===== src/rtl/noc_term_injector.sv =====
// Terminal-side injection scheduler: round-robin shares one NoC terminal input
// channel between REQ_N requesters, emitting HEAD / BODY... / TAIL wormhole packets.
module noc_term_injector #(
    parameter int REQ_N      = 4,
    parameter int CHANNEL_W  = 8,
    parameter int FLIT_ID_W  = 2,
    parameter int ROW_ADDR_W = 2,
    parameter int COL_ADDR_W = 2,
    parameter int MAX_BODY   = 16
) (
    input  logic                                         clk_i,
    input  logic                                         rst_i,
    input  logic [REQ_N-1:0]                             req_vld_i,
    input  logic [REQ_N*(ROW_ADDR_W+COL_ADDR_W)-1:0]     req_dst_i,
    input  logic [REQ_N*(CHANNEL_W-FLIT_ID_W)-1:0]       req_data_i,
    input  logic [REQ_N-1:0]                             req_dvld_i,
    input  logic [REQ_N-1:0]                             req_last_i,
    output logic [REQ_N-1:0]                             req_drdy_o,
    output logic [REQ_N-1:0]                             hdr_ack_o,
    output logic [REQ_N-1:0]                             grant_o,
    output logic [CHANNEL_W-1:0]                         och_data_o,
    output logic                                         och_vld_o,
    input  logic                                         och_rdy_i,
    output logic                                         trunc_o,
    output logic [1:0]                                   fsm_state_o
);

    localparam int DST_W  = ROW_ADDR_W + COL_ADDR_W;
    localparam int DATA_W = CHANNEL_W - FLIT_ID_W;
    localparam int IDX_W  = $clog2(REQ_N);
    localparam int CNT_W  = $clog2(MAX_BODY + 1);

    localparam logic [FLIT_ID_W-1:0] ID_HEAD = FLIT_ID_W'(1);
    localparam logic [FLIT_ID_W-1:0] ID_BODY = FLIT_ID_W'(2);
    localparam logic [FLIT_ID_W-1:0] ID_TAIL = FLIT_ID_W'(3);

    typedef enum logic [1:0] {
        S_IDLE  = 2'd0,
        S_HEAD  = 2'd1,
        S_BODY  = 2'd2,
        S_DRAIN = 2'd3
    } state_t;

    state_t               state_q, state_d;
    logic [REQ_N-1:0]     grant_q, grant_d;
    logic [IDX_W-1:0]     gidx_q, gidx_d;
    logic [DST_W-1:0]     dst_q, dst_d;
    logic [IDX_W-1:0]     rr_ptr_q, rr_ptr_d;
    logic [CNT_W-1:0]     cnt_q, cnt_d;
    logic                 trunc_q, trunc_d;

    logic                 arb_found;
    logic [IDX_W-1:0]     arb_idx;
    logic [IDX_W:0]       cand;
    logic [REQ_N-1:0]     win_oh;
    logic [DST_W-1:0]     win_dst;

    logic [DATA_W-1:0]    g_data;
    logic                 g_dvld;
    logic                 g_last;
    logic                 tail_now;
    logic [IDX_W-1:0]     ptr_next;

    // Round-robin search: first valid requester at or after rr_ptr, wrapping.
    always_comb begin
        arb_found = 1'b0;
        arb_idx   = '0;
        cand      = '0;
        for (int k = 0; k < REQ_N; k++) begin
            cand = {1'b0, rr_ptr_q} + (IDX_W+1)'(k);
            if (cand >= (IDX_W+1)'(REQ_N)) begin
                cand = cand - (IDX_W+1)'(REQ_N);
            end
            if (!arb_found && req_vld_i[cand[IDX_W-1:0]]) begin
                arb_found = 1'b1;
                arb_idx   = cand[IDX_W-1:0];
            end
        end
    end

    always_comb begin
        win_oh  = REQ_N'(1) << arb_idx;
        win_dst = '0;
        for (int i = 0; i < REQ_N; i++) begin
            if (arb_idx == IDX_W'(i)) begin
                win_dst = req_dst_i[i*DST_W +: DST_W];
            end
        end
    end

    // Payload mux driven by the one-hot grant register.
    always_comb begin
        g_data = '0;
        g_dvld = 1'b0;
        g_last = 1'b0;
        for (int i = 0; i < REQ_N; i++) begin
            if (grant_q[i]) begin
                g_data = req_data_i[i*DATA_W +: DATA_W];
                g_dvld = req_dvld_i[i];
                g_last = req_last_i[i];
            end
        end
    end

    assign tail_now = g_last || (cnt_q == CNT_W'(MAX_BODY - 1));
    assign ptr_next = (gidx_q == IDX_W'(REQ_N - 1)) ? '0 : gidx_q + IDX_W'(1);

    // Handshake: a flit moves when och_vld_o && och_rdy_i at a rising edge; a
    // payload word is consumed when req_dvld_i[g] && req_drdy_o[g] at a rising edge.
    always_comb begin
        state_d    = state_q;
        grant_d    = grant_q;
        gidx_d     = gidx_q;
        dst_d      = dst_q;
        rr_ptr_d   = rr_ptr_q;
        cnt_d      = cnt_q;
        trunc_d    = trunc_q;
        och_vld_o  = 1'b0;
        och_data_o = '0;
        req_drdy_o = '0;
        hdr_ack_o  = '0;

        unique case (state_q)
            S_IDLE: begin
                if (arb_found) begin
                    grant_d = win_oh;
                    gidx_d  = arb_idx;
                    dst_d   = win_dst;
                    state_d = S_HEAD;
                end
            end

            S_HEAD: begin
                och_vld_o  = 1'b1;
                och_data_o = {ID_HEAD, DATA_W'(dst_q)};
                if (och_rdy_i) begin
                    hdr_ack_o = grant_q;
                    cnt_d     = '0;
                    state_d   = S_BODY;
                end
            end

            S_BODY: begin
                och_vld_o  = g_dvld;
                req_drdy_o = grant_q & {REQ_N{och_rdy_i}};
                if (g_dvld) begin
                    och_data_o = {(tail_now ? ID_TAIL : ID_BODY), g_data};
                end
                if (g_dvld && och_rdy_i) begin
                    cnt_d = cnt_q + CNT_W'(1);
                    if (tail_now) begin
                        if (g_last) begin
                            grant_d  = '0;
                            rr_ptr_d = ptr_next;
                            state_d  = S_IDLE;
                        end else begin
                            // Packet hit the length cap: close it and swallow the rest.
                            trunc_d = 1'b1;
                            state_d = S_DRAIN;
                        end
                    end
                end
            end

            S_DRAIN: begin
                req_drdy_o = grant_q;
                if (g_dvld && g_last) begin
                    grant_d  = '0;
                    rr_ptr_d = ptr_next;
                    state_d  = S_IDLE;
                end
            end

            default: begin
                state_d = S_IDLE;
            end
        endcase
    end

    always_ff @(posedge clk_i) begin
        if (rst_i) begin
            state_q  <= S_IDLE;
            grant_q  <= '0;
            gidx_q   <= '0;
            dst_q    <= '0;
            rr_ptr_q <= '0;
            cnt_q    <= '0;
            trunc_q  <= 1'b0;
        end else begin
            state_q  <= state_d;
            grant_q  <= grant_d;
            gidx_q   <= gidx_d;
            dst_q    <= dst_d;
            rr_ptr_q <= rr_ptr_d;
            cnt_q    <= cnt_d;
            trunc_q  <= trunc_d;
        end
    end

    assign grant_o     = grant_q;
    assign trunc_o     = trunc_q;
    assign fsm_state_o = state_q;

endmodule


===== config.mk =====
export PLATFORM = sky130hd
export DESIGN_NAME = noc_term_injector
export DESIGN_NICKNAME = d
export VERILOG_FILES = /design/src/rtl/noc_term_injector.sv
export SDC_FILE = /design/constraint.sdc
export NUM_CORES = 1
export LEC_CHECK = 0
export CAP_MARGIN = 0
export CORE_ASPECT_RATIO = 1.25
export CORE_UTILIZATION = 30
export CTS_CLUSTER_SIZE = 16
export DETAILED_ROUTE_END_ITERATION = 8
export PLACE_DENSITY_LB_ADDON = 0.1
export SLEW_MARGIN = 15
export SYNTH_ARGS = -nofsm -noshare
export SYNTH_HDL_FRONTEND = slang
export SYNTH_SLANG_ARGS = --single-unit

===== constraint.sdc =====
create_clock -name clk_i -period 2.7 [get_ports clk_i]
set_input_delay 0.54 -clock clk_i [delete_from_list [all_inputs] [get_ports clk_i]]
set_output_delay 0.54 -clock clk_i [all_outputs]
set_load 0.05 [all_outputs]

==> flow_summary.json <==
{
  "outcome": "finished, final reports clean",
  "p_per_area_nw_per_um2": 618,
  "pre_cts_slack_ns": 0.0878,
  "timing.final.ws_setup_ns": 0.131,
  "cp_common_cell": "buf_12",
  "synthMuxAreaShare_pct": 5.94,
  "maxSlewViolCount": 0,
  "slowest_delay_ns": 0.47,
  "synth_area_leaders": "dfxtp_1 (23%), ha_1 (5.9%), nor2b_1 (5.9%)",
  "cp.required_ns": 2.16,
  "ys_ff_latch": 20,
  "finalSetupViolations": 0,
  "r2r-start": "fsm_state_o[0]$_SDFFE_PP0P_",
  "ys.flop_type": "dfxtp_1",
  "whs_path_depth": 2,
  "ys_seq_area_share_pct": 23.5,
  "synthAdderAreaFrac_pct": 5.87,
  "fin_cells": 361,
  "final_core_util_pct": 53.3,
  "drtIter0Drc": 116,
  "grt_pass1_vias": 1726,
  "cp-start-kind": "input port",
  "fmaxAchievable_mhz": 389,
  "tightest_slew_ns": 0.494,
  "slowest_stage": "clkdlybuf4s50_1",
  "synth-simple-area-share_pct": 33.3,
  "min_period_ns": 2.57,
  "synth_top_area_share_pct": 23.5,
  "rsz0062_at_grt": "false",
  "cts.sinks": 20,
  "antenna_cells": 0,
  "worst-setup-path-type": "in -> out",
  "rows": 30,
  "dr.pass1.iters": 4,
  "ant_nets": 0,
  "clk_pin_slew_ns": 0.07,
  "io_buffer_count": 78,
  "synth_top_family_by_area": "simple AND/OR/NAND/NOR gates",
  "ys_types": 39,
  "synth_edf_count": 0,
  "max_cap_viol_count": 0,
  "fin_skew_ns": 0.00271,
  "avgSynthCellArea_um2": 7.75,
  "grt_max_degree": 23,
  "cts-root-buf": "clkbuf_8",
  "overflow": 0,
  "yosys.area.top_type": "dfxtp_1",
  "synthArstFlopShare_pct": 0,
  "endpoint_kind": "output pin",
  "finalCritPeriodShare_pct": 95.2,
  "critical_path.cell_chain": "clkdlybuf4s50_1 -> a211oi_2 -> a211oi_4 -> nand3_2 -> buf_12 -> o21ai_4 -> buf_12",
  "hold_buffers": 0,
  "final_layout_size_suffix_gt1_share_pct": 17.8,
  "io_pins": 79,
  "grt_pass1_wl_mm": 8.47,
  "synth_area_um2": 1710,
  "p_leak_uw": 0.00107,
  "min_to": "trunc_o$_SDFFE_PP0P_",
  "finalPower_uw": 1790,
  "numCtsBuffers": 3,
  "cp.arrival_ns": 2.03,
  "htree_levels": 1,
  "relSlewSlack_pct": 67.0,
  "hp-start": "trunc_o$_SDFFE_PP0P_",
  "nFillCells": 525,
  "dieArea_um2": 5990,
  "layout.nets": 362,
  "area.growth.synth_to_final_pct": 70.1,
  "ys_warn_count": 0,
  "hold_class": "reg -> reg",
  "coreArea_um2": 5440,
  "die_width_um": 69.4,
  "dp.cells": 357,
  "drc": 0,
  "synth_nets": 283,
  "synth_common_cells": "dfxtp_1 (20), nor2_1 (20), nor2b_1 (16)",
  "peakVddDrop_v": 0.000301,
  "gp_congestion": 0.723,
  "reg2regPathDepth": 7,
  "clk_path_buf_depth": 2,
  "dpl.hpwl_mm": 4.07,
  "post_drt_wl_per_cell_um": 14.1,
  "routed_via_density": 5.25,
  "regToRegEndpoint": "cnt_q[4]$_SDFFE_PP0P_",
  "synth-xor-area-share_pct": 1.03,
  "clock_latency_ns": 0.26,
  "netlist_instances": 220,
  "wl_mm": 5.10,
  "track_usage_pct": 17.3,
  "r2r_slack_ns": 0.55,
  "path_max_fanout": 7,
  "synth-compound-area-share_pct": 25.0,
  "initial_core_util_pct": 31.3,
  "antenna_found_initial": 0,
  "die_y_um": 86.3,
  "cts_tree": "yes",
  "hold_violations": 0,
  "dr_total_vias": 1894
}
worst max-delay path by stage:
stage	slack (ns)	to	startpoint	cells after the start
global route	0.08	och_data_o[3]	req_dvld_i[1]	7
detailed placement	0.09	och_data_o[3]	req_dvld_i[0]	7
floorplan	-0.0004	och_data_o[0]	grant_o[2]$_SDFFE_PP0P_	5
CTS	0.07	och_data_o[3]	req_dvld_i[0]	7
global placement	0.11	och_data_o[0]	req_dvld_i[0]	7
finish	0.13	och_data_o[3]	req_dvld_i[1]	7
stage by stage:
step	instance area, um2	hold slack, ns	TNS (ns)
6_report	2900	0.485	0
5_1_grt	2900	0.503	0
4_1_cts	2890	0.479	0
3_5_place_dp	2850	0.465	0
3_3_place_gp	2850	0.456	0
2_1_floorplan	1790	0.459	-0.00177
where the power goes:
| part | total (uW) | switching (uW) | internal (uW) |
|---|---|---|---|
| combinational | 1190 | 674 | 519 |
| clock | 194 | 95.1 | 99.4 |
| sequential | 406 | 59.3 | 347 |
| total | 1790 | 829 | 965 |
per-layer routing:
metal | vias to the layer above | GRT usage, % | wire length, um
met5 | - | 0 | 0
met4 | 0 | 3.34 | 38
met3 | 5 | 2.09 | 190
met2 | 57 | 31.5 | 2620
met1 | 871 | 21.8 | 2250
li1 | 961 | - | -
cell families (layout without fill, tap and decap cells):
group / count (synthesis) / count (layout)
compound gates: 56 / 56
xor+xnor: 2 / 2
fa+ha+maj: 8 / 8
buf+inv: 23 / 100
flops: 20 / 20
mux: 10 / 10
simple gates: 101 / 101
layout make-up:
type,count,area [um2],area share (%)
multi-input cells,177,1290,44.5
flip-flops and latches,20,402,13.8
inverters,7,30.0,1.03
repair buffers,90,1060,36.4
clock buffers,3,41.3,1.42
well taps,64,80.1,2.76
flip-flops by register name (all words and copies together) (netlist names):
name and flops:
cnt_q 5, dst_q 4, grant_o 4, fsm_state_o 2
gidx_q 2, rr_ptr_q 2, trunc_o 1
critical path: cells and delay by family:
| family | cells | cell delay (ns) |
|---|---|---|
| buffers and inverters | 3 | 0.82 |
| AND/OR/NAND/NOR | 1 | 0.14 |
| AO/OA/AOI/OAI | 3 | 0.53 |
placed cells by master (no fill, tap or decap), types with 2 or more instances in the layout:
| master | n |
|---|---|
| nor3_1 | 11 |
| mux2i_1 | 9 |
| dfxtp_1 | 19 |
| xor2_1 | 2 |
| clkbuf_8 | 3 |
| a22oi_1 | 2 |
| a211oi_1 | 10 |
| ha_1 | 8 |
| buf_12 | 18 |
| or3_1 | 2 |
| nor2_4 | 2 |
| a211oi_4 | 2 |
| nand3b_1 | 6 |
| o31ai_1 | 5 |
| o21ai_0 | 2 |
| nand2b_1 | 10 |
| and3_1 | 8 |
| buf_4 | 11 |
| nor2_1 | 18 |
| a21oi_1 | 12 |
| inv_1 | 6 |
| or2_2 | 2 |
| nand3_1 | 9 |
| o211ai_1 | 3 |
| a221oi_1 | 6 |
| nor2b_1 | 16 |
| nor3b_1 | 9 |
| clkdlybuf4s50_1 | 60 |
| nand2_1 | 4 |
| o21ai_4 | 5 |
timing repair:
action | 4_1_cts | 5_1_grt
setup buffers | 0 | 1
endpoints found under the hold margin | 0 | 0
gates resized for setup | 0 | 1
endpoints found under the setup margin | 0 | 4
No activity file was read; power rests on OpenSTA's default activity.
